===== config.mk =====
export PLATFORM = sky130hd
export DESIGN_NAME = pll_reset_seq
export DESIGN_NICKNAME = d
export VERILOG_FILES = /design/src/rtl/pll_reset_seq_pkg.sv /design/src/rtl/sync_ff2.sv /design/src/rtl/pll_reset_seq.sv
export SDC_FILE = /design/constraint.sdc
export NUM_CORES = 1
export LEC_CHECK = 0
export CORE_AREA = 4 4 80 74
export CTS_CLUSTER_DIAMETER = 30
export DETAILED_ROUTE_END_ITERATION = 6
export DIE_AREA = 0 0 84 78
export PLACE_DENSITY_LB_ADDON = 0.08
export SKIP_LAST_GASP = 1
export SLEW_MARGIN = 20
export SYNTH_ARGS = -nofsm -noshare
export SYNTH_HDL_FRONTEND = slang
export SYNTH_SLANG_ARGS = --single-unit

===== constraint.sdc =====
create_clock -name clk -period 4.45 [get_ports clk]
set_input_delay 0.6675 -clock clk [delete_from_list [all_inputs] [get_ports clk]]
set_output_delay 0.6675 -clock clk [all_outputs]
set_load 0.05 [all_outputs]

===== src/rtl/pll_reset_seq_pkg.sv =====
// Shared types and helpers for the PLL reset sequencer.
// State encoding of the sequencer FSM, lock-loss counter limit and a
// counter-width helper that never returns a zero-width vector.
package pll_reset_seq_pkg;

    typedef enum logic [1:0] {
        WAIT_LOCK = 2'd0,
        STABLE    = 2'd1,
        HOLD      = 2'd2,
        RUN       = 2'd3
    } seq_state_e;

    localparam logic [7:0] LOST_CNT_MAX = 8'hFF;

    // Bits needed to count 0 .. n-1; at least one bit so n == 1 still works.
    function automatic int unsigned cnt_width(input int unsigned n);
        return (n > 1) ? $clog2(n) : 1;
    endfunction

endpackage


===== src/rtl/sync_ff2.sv =====
// Two-flop synchronizer for a single asynchronous level signal.
// Both flops clear to 0 under the synchronous active-low reset.
module sync_ff2 (
    input  logic clk_i,
    input  logic rst_ni,
    input  logic d_i,
    output logic q_o
);

    logic meta_q;
    logic sync_q;

    // Shift the asynchronous input through two flops to settle metastability.
    always_ff @(posedge clk_i) begin
        if (!rst_ni) begin
            meta_q <= 1'b0;
            sync_q <= 1'b0;
        end else begin
            meta_q <= d_i;
            sync_q <= meta_q;
        end
    end

    assign q_o = sync_q;

endmodule


===== src/rtl/pll_reset_seq.sv =====
// PLL reset sequencer: waits for a stable PLL lock, holds the downstream
// reset for a fixed time, then releases it and watches for lock loss.
// Optional board-button debounce is compiled in with PLL_RESET_SEQ_DEBOUNCE_EN;
// without it the synchronized button level is used directly.
module pll_reset_seq
    import pll_reset_seq_pkg::*;
#(
    parameter int unsigned LOCK_STABLE_CYCLES = 1024,
    parameter int unsigned RST_HOLD_CYCLES    = 16,
    parameter int unsigned DEBOUNCE_CYCLES    = 65536
) (
    input  logic       clk,
    input  logic       rst_n,
    input  logic       pll_locked,
    input  logic       ext_rst_n,
    output logic       sys_rst_n,
    output logic [1:0] seq_state,
    output logic [7:0] lock_lost_cnt
);

    localparam int unsigned MAX_CYCLES = (LOCK_STABLE_CYCLES > RST_HOLD_CYCLES) ?
                                         LOCK_STABLE_CYCLES : RST_HOLD_CYCLES;
    localparam int unsigned CNT_W      = cnt_width(MAX_CYCLES);
    localparam logic [CNT_W-1:0] STABLE_LAST = CNT_W'(LOCK_STABLE_CYCLES - 1);
    localparam logic [CNT_W-1:0] HOLD_LAST   = CNT_W'(RST_HOLD_CYCLES - 1);

    if (LOCK_STABLE_CYCLES < 1 || RST_HOLD_CYCLES < 1 || DEBOUNCE_CYCLES < 1) begin : g_bad_param
        $error("pll_reset_seq: cycle parameters must be at least 1");
    end

    logic       locked_s;
    logic       ext_s;
    logic       ext_f;
    logic       seq_ok;

    seq_state_e       state_q;
    logic [CNT_W-1:0] cnt_q;
    logic             sys_rst_n_q;
    logic [7:0]       lost_q;

    sync_ff2 u_sync_locked (
        .clk_i  (clk),
        .rst_ni (rst_n),
        .d_i    (pll_locked),
        .q_o    (locked_s)
    );

    sync_ff2 u_sync_ext (
        .clk_i  (clk),
        .rst_ni (rst_n),
        .d_i    (ext_rst_n),
        .q_o    (ext_s)
    );

`ifdef PLL_RESET_SEQ_DEBOUNCE_EN
    localparam int unsigned DEB_W = cnt_width(DEBOUNCE_CYCLES);
    localparam logic [DEB_W-1:0] DEB_LAST = DEB_W'(DEBOUNCE_CYCLES - 1);

    logic [DEB_W-1:0] deb_cnt_q;
    logic             ext_f_q;

    // Accept a new button level only after it has held for the whole window.
    always_ff @(posedge clk) begin
        if (!rst_n) begin
            deb_cnt_q <= '0;
            ext_f_q   <= 1'b0;
        end else if (ext_s == ext_f_q) begin
            deb_cnt_q <= '0;
        end else if (deb_cnt_q == DEB_LAST) begin
            deb_cnt_q <= '0;
            ext_f_q   <= ext_s;
        end else begin
            deb_cnt_q <= deb_cnt_q + 1'b1;
        end
    end

    assign ext_f = ext_f_q;
`else
    assign ext_f = ext_s;
`endif

    assign seq_ok = locked_s && ext_f;

    // Sequencer FSM with its phase counter, registered reset output and lock-loss counter.
    always_ff @(posedge clk) begin
        if (!rst_n) begin
            state_q     <= WAIT_LOCK;
            cnt_q       <= '0;
            sys_rst_n_q <= 1'b0;
            lost_q      <= '0;
        end else begin
            case (state_q)
                WAIT_LOCK: begin
                    if (seq_ok) begin
                        state_q <= STABLE;
                        cnt_q   <= '0;
                    end
                end
                STABLE: begin
                    if (!seq_ok) begin
                        state_q <= WAIT_LOCK;
                        cnt_q   <= '0;
                    end else if (cnt_q == STABLE_LAST) begin
                        state_q <= HOLD;
                        cnt_q   <= '0;
                    end else begin
                        cnt_q <= cnt_q + 1'b1;
                    end
                end
                HOLD: begin
                    if (!seq_ok) begin
                        state_q <= WAIT_LOCK;
                        cnt_q   <= '0;
                    end else if (cnt_q == HOLD_LAST) begin
                        state_q     <= RUN;
                        cnt_q       <= '0;
                        sys_rst_n_q <= 1'b1;
                    end else begin
                        cnt_q <= cnt_q + 1'b1;
                    end
                end
                RUN: begin
                    if (!seq_ok) begin
                        state_q     <= WAIT_LOCK;
                        cnt_q       <= '0;
                        sys_rst_n_q <= 1'b0;
                        if (!locked_s && lost_q != LOST_CNT_MAX) begin
                            lost_q <= lost_q + 1'b1;
                        end
                    end
                end
                default: begin
                    state_q     <= WAIT_LOCK;
                    cnt_q       <= '0;
                    sys_rst_n_q <= 1'b0;
                end
            endcase
        end
    end

    assign sys_rst_n     = sys_rst_n_q;
    assign seq_state     = state_q;
    assign lock_lost_cnt = lost_q;

endmodule


# == Word-level counts from Yosys, hierarchy flattened ==
# Index checks and enable logic that the tools add are counted.
# word_totals
reg_bits,25
inputBits,4
output_inout_bits,11
# op_classes
add_sub_neg,2
eq_ne,12
n_mux,18
bitwise_logic,1
n_reduce_logical,9
# op_table
operator,count
$mux W10,6
$pmux W10 S4,1
$mux W2,6
$add A10 B1 Y10 const B,1
$eq A10 B10 Y1 const B,1
$eq A10 B4 Y1 const B,1
$add A8 B1 Y8 const B,1
$ne A2 B2 Y1 const B,4
$ne A8 B8 Y1 const B,1
$pmux W2 S4,1
$reduce_and A4 Y1,2
$ne A3 B3 Y1 const B,2
$eq A2 B2 Y1 const B,2
$mux W1,3
$reduce_and A3 Y1,1
$eq A2 B1 Y1 const B,1
$logic_and A1 B1 Y1,2
$logic_not A2 Y1,1
$pmux W1 S2,1
$reduce_and A2 Y1,1
$reduce_bool A2 Y1,1
$logic_not A1 Y1,1
$not A1 Y1,1

# == Longest topological paths before layout ==
# depth
depth_word,4
depth_mapped,7
ltp_nobuf,6

# == Hierarchy ==
# Synthesis repeated with hierarchy kept, for this count alone.
# unflattened
cells_unflattened,156
hier_area_um2,1295.0
# modules_own_cells
module,n_inst,cells_per_inst,area_per_inst_um2,seq_area_each_um2
pll_reset_seq,1,148,1189.9,420.4
sync_ff2,2,4,52.6,40.0

# == Worst setup path after synthesis ==
# Ideal clock, no wire load.
# synth_path
kind,register to register
startpoint,reg state_q[1] (netlist: seq_state[1])
endpoint,reg lost_q[7] (netlist: lock_lost_cnt[7])
arrival_ns,2.042
slack_ns,2.337
path_stages_with_launch,6
path_cell_list,dfxtp_1 -> ha_1 -> nor2b_1 -> o21ai_1 -> or4_1 -> a21oi_1
# synth_between
elab_chain_cells,2
# synth_lines
item,line_no,text
"start, declared",pll_reset_seq.sv:36,seq_state_e state_q;
"start signal, assigned",pll_reset_seq.sv:87,state_q <= WAIT_LOCK;
"start signal, assigned",pll_reset_seq.sv:95,state_q <= STABLE;
"start signal, assigned",pll_reset_seq.sv:101,state_q <= WAIT_LOCK;
$eq A2 B2 Y1,pll_reset_seq.sv:92,case (state_q)
$reduce_and A3 Y1 (no line),--,
"end signal, assigned",pll_reset_seq.sv:128,lost_q <= lost_q + 1'b1;
"end, declared",pll_reset_seq.sv:39,logic [7:0] lost_q;
# Every way passes these cells.
# A chain may end at the register's enable or synchronous reset.

# == Final worst setup path ==
# layout_path
startpoint,reg lost_q[0] (netlist: lock_lost_cnt[0])
endpoint,out lock_lost_cnt[0]
# layout_lines
item,line_no,text
"end, declared",pll_reset_seq.sv:18,output logic [7:0] lock_lost_cnt
# No word-level cell between the ends.

==> qor.csv <==
stage,metric,value,unit
power_and_ir_drop,switchingPower,0.1263,mW
logic_synthesis,ys_ff_latch,25,
clock_tree,cts_hold_buffers,0,
sta,fin_tns_setup,0,ns
sta,slew_viol_final,0,
worst_setup_path,crit_type,reg -> out,
finish,syn2layout_area_growth,17.35,%
worst_setup_path,cp-end-kind,output pin,
finish,finish.utilization,32.83,%
clock_tree,ctsResizeCount,0,
worst_setup_path,r2r-end,lock_lost_cnt[5],
die,die_h,78,µm
sta,hold_viol,0,
clock_tree,root_buffer,clkbuf_8,
die,die_w,84,µm
clock_tree,cts_setup_buffers,0,
power_and_ir_drop,vdd_ir_drop_max,197.5,µV
clock_tree,cts_tree,done,
clock_tree,clk_path_buf_depth,2,
power_and_ir_drop,seq_power_share,52.7,%
drt,ant_nets,0,
logic_synthesis,synthFlopType,dfxtp_1,
power_and_ir_drop,pwr_density_cell,261.6,mW/mm²
worst_setup_path,required,3.78,ns
worst_setup_path,crit_buf_inv,1,
global_route,grt_pass1_wl,6.044,mm
sta,setup_viol,0,
drt,highest_layer,met4,
drt,vias,1346,
sta,finClkSkew,0.001340,ns
worst_setup_path,crit_path_start_kind,register,
die,io_pins,15,
logic_synthesis,syn-cell-area,0.001435,mm²
run_status,status,completed,
worst_setup_path,cp.arrival,1.57,ns
drt,routedWlPerCell,14.33,µm
placement,io_buffers,14,
power_and_ir_drop,swShare,28.67,%
clock_tree,ctsHtreeMaxLevel,1,
die,initial_core_util,27.98,%
global_route,grt.total_usage,11.21,%
logic_synthesis,post-synth-top-area-cell,dfxtp_1,
logic_synthesis,yosys_warnings,0,
worst_setup_path,r2r_start,seq_state[0],
global_route,grt_overflow,0,
drt,wl_met3,231,µm
sta,grt_setup_unrepaired,no,
worst_setup_path,critPathLaunch,lock_lost_cnt[0],
sta,max_freq,447.3,MHz
sta,fin_crit,2.236,ns
clock_tree,clock_sinks,25,
placement,place_congestion,0.7869,
drt,drtPass1Iterations,4,
logic_synthesis,synthTopCellsByArea,"dfxtp_1 (35%), ha_1 (6.1%), nand3_1 (5.2%)",
worst_setup_path,cp_max_fo,6,
die,core-area,0.005130,mm²
drt,wl_met2,1.605,mm
clock_tree,cts_buffers,3,
power_and_ir_drop,p_leak,0.5495,nW
finish,diodes,0,
drt,drt_iter0_markers,72,
finish,nFillCells,553,
sta,relSlewSlack,57.49,%
drt,wl_met1,1.706,mm
worst_setup_path,cpPeakStageDelay,0.85,ns
finish,drive_gt1_share,6.557,%
logic_synthesis,async_flop_share,0,%
drt,wirelength,3.583,mm
power_and_ir_drop,p_total,0.4405,mW
drt,drc_errors,0,
worst_setup_path,crit_cells,1,
worst_hold_path,hold_class,reg -> reg,
placement,dp_hpwl,2.576,mm
worst_setup_path,cp_cell_sequence,clkdlybuf4s50_1,
worst_setup_path,crit_end,lock_lost_cnt[0],
global_route,grt_antenna_before_repair,0,
clock_tree,clk_pin_slew,0.09,ns
die,die_area,0.006552,mm²
logic_synthesis,synth_nets,181,
logic_synthesis,synth_common_cells,"dfxtp_1 (25), nand2_1 (15), nand3_1 (15), nand4_1 (11), nor2_1 (11)",
logic_synthesis,synth_area_per_cell,8.442,µm²
sta,worst_pin_slew,0.6335,ns
die,num_rows,25,
power_and_ir_drop,p_int,0.3142,mW
flow_run,drv_cap,0,
power_and_ir_drop,comb_power_share,16.3,%
sta,fin_crit_sh,50.24,%
clock_tree,insertion_delay,0.27,ns
logic_synthesis,ys_types,49,
finish,nets,195,
worst_setup_path,critical-path-top-delay-family,buffers and inverters,
logic_synthesis,synth_top_area_share,34.87,%
drt,vias_per_cell,5.384,
worst_setup_path,crit_slowest_cell,clkdlybuf4s50_1,
logic_synthesis,yosysMostFrequentCell,dfxtp_1,
power_and_ir_drop,clockPowerShare,31.0,%
logic_synthesis,syn_inst,170,
logic_synthesis,synth-edff-count,0,
worst_setup_path,reg2regPathDepth,5,
logic_synthesis,yosysSeqAreaShare,34.87,%
global_route,grt_max_degree,18,
global_route,first_global_vias,1274,
worst_setup_path,r2r_setup_slack,2.37,ns
[power groups by stage]
stage                     clock network [mW]  logic (mW)  registers (mW)
after global routing                   0.154      0.0798           0.233
after floorplan                            0      0.0431           0.244
after detailed placement                   0      0.0725           0.237
after CTS                              0.147      0.0727           0.232
after global placement                     0      0.0736           0.237
final                                  0.137      0.0718           0.232
[metrics by stage]
stage / area, µm² / setup WS [ns] / std cells / hold WS [ns]
after floorplan: 1435 / 2.337 / 170 / 0.4119
after global routing: 1684 / 2.124 / 250 / 0.4529
final: 1684 / 2.214 / 250 / 0.4379
after CTS: 1684 / 2.192 / 250 / 0.4415
after detailed placement: 1635 / 1.922 / 246 / 0.4177
after global placement: 1635 / 1.978 / 246 / 0.4215
[how the worst min path moves through the flow]
stage                          from                end  slack [ns]  cells after the start
2_1_floorplan     u_sync_ext.meta_q     u_sync_ext.q_o        0.41                      1
3_3_place_gp      u_sync_ext.meta_q     u_sync_ext.q_o        0.42                      1
3_5_place_dp      u_sync_ext.meta_q     u_sync_ext.q_o        0.42                      1
4_1_cts           u_sync_ext.meta_q     u_sync_ext.q_o        0.44                      1
5_1_grt        u_sync_locked.meta_q  u_sync_locked.q_o        0.45                      1
6_report          u_sync_ext.meta_q     u_sync_ext.q_o        0.44                      1
[area by class of cell]
cell class	instances	area (µm²)	share of cell area, %
Multi-Input combinational cell	135	888.4	52.75
Sequential cell	25	500.5	29.72
Timing Repair Buffer	15	147.6	8.767
Tap cell	67	83.83	4.978
Clock buffer	3	41.29	2.452
Inverter	4	15.01	0.8915
Clock inverter	1	7.507	0.4458
[logic make-up after synthesis]
| family | after synthesis | share of synthesized area (%) |
|---|---|---|
| simple gates | 88 | 35.05 |
| compound gates | 36 | 18.13 |
| flops | 25 | 34.87 |
| buf+inv | 10 | 3.225 |
| fa+ha+maj | 7 | 6.103 |
| xor+xnor | 2 | 1.221 |
| mux | 2 | 1.395 |
[worst reg2reg max path, stage by stage (launching register included)]
cell     delay [ns]
dfxtp_1        0.42
ha_1           0.29
nor2b_1        0.30
o21ai_1        0.30
or4_1          0.54
a21oi_1        0.15
[layer usage]
metal	up-vias	global-route usage [%]
met5	-	0
met4	0	2.894
met3	4	3.079
met2	32	18.44
met1	627	14.48
li1	683	-
[registers in the layout, indices dropped and copies added (netlist names)]
signal and cells:
cnt_q 10, lock_lost_cnt 8, u_sync_locked.meta_q 1, u_sync_ext.q_o 1, u_sync_locked.q_o 1, seq_state 2, sys_rst_n 1, u_sync_ext.meta_q 1
[cell usage in the layout (no fill, tap or decap), types with 2 or more instances in the layout]
cell type         n
and2_1            5
nand4_1          11
nand2_1          15
and4_2            2
nor2_1           11
nor3b_1           2
a31oi_1           6
o21a_1            2
a41oi_1           4
dfxtp_1          25
clkdlybuf4s50_1  14
nor3_1            3
clkbuf_8          3
a21oi_1           6
o311a_1           2
ha_1              7
o211ai_1          2
nand2b_1          2
nand3_1          15
and3_1            3
xor2_1            2
or4_1             2
o21ai_0           2
a21boi_0          2
nor4_1            2
nand4b_1          4
mux2i_1           2
o31ai_1           3
or3_1             2
inv_1             3
No activity file was read; power rests on OpenSTA's default activity.
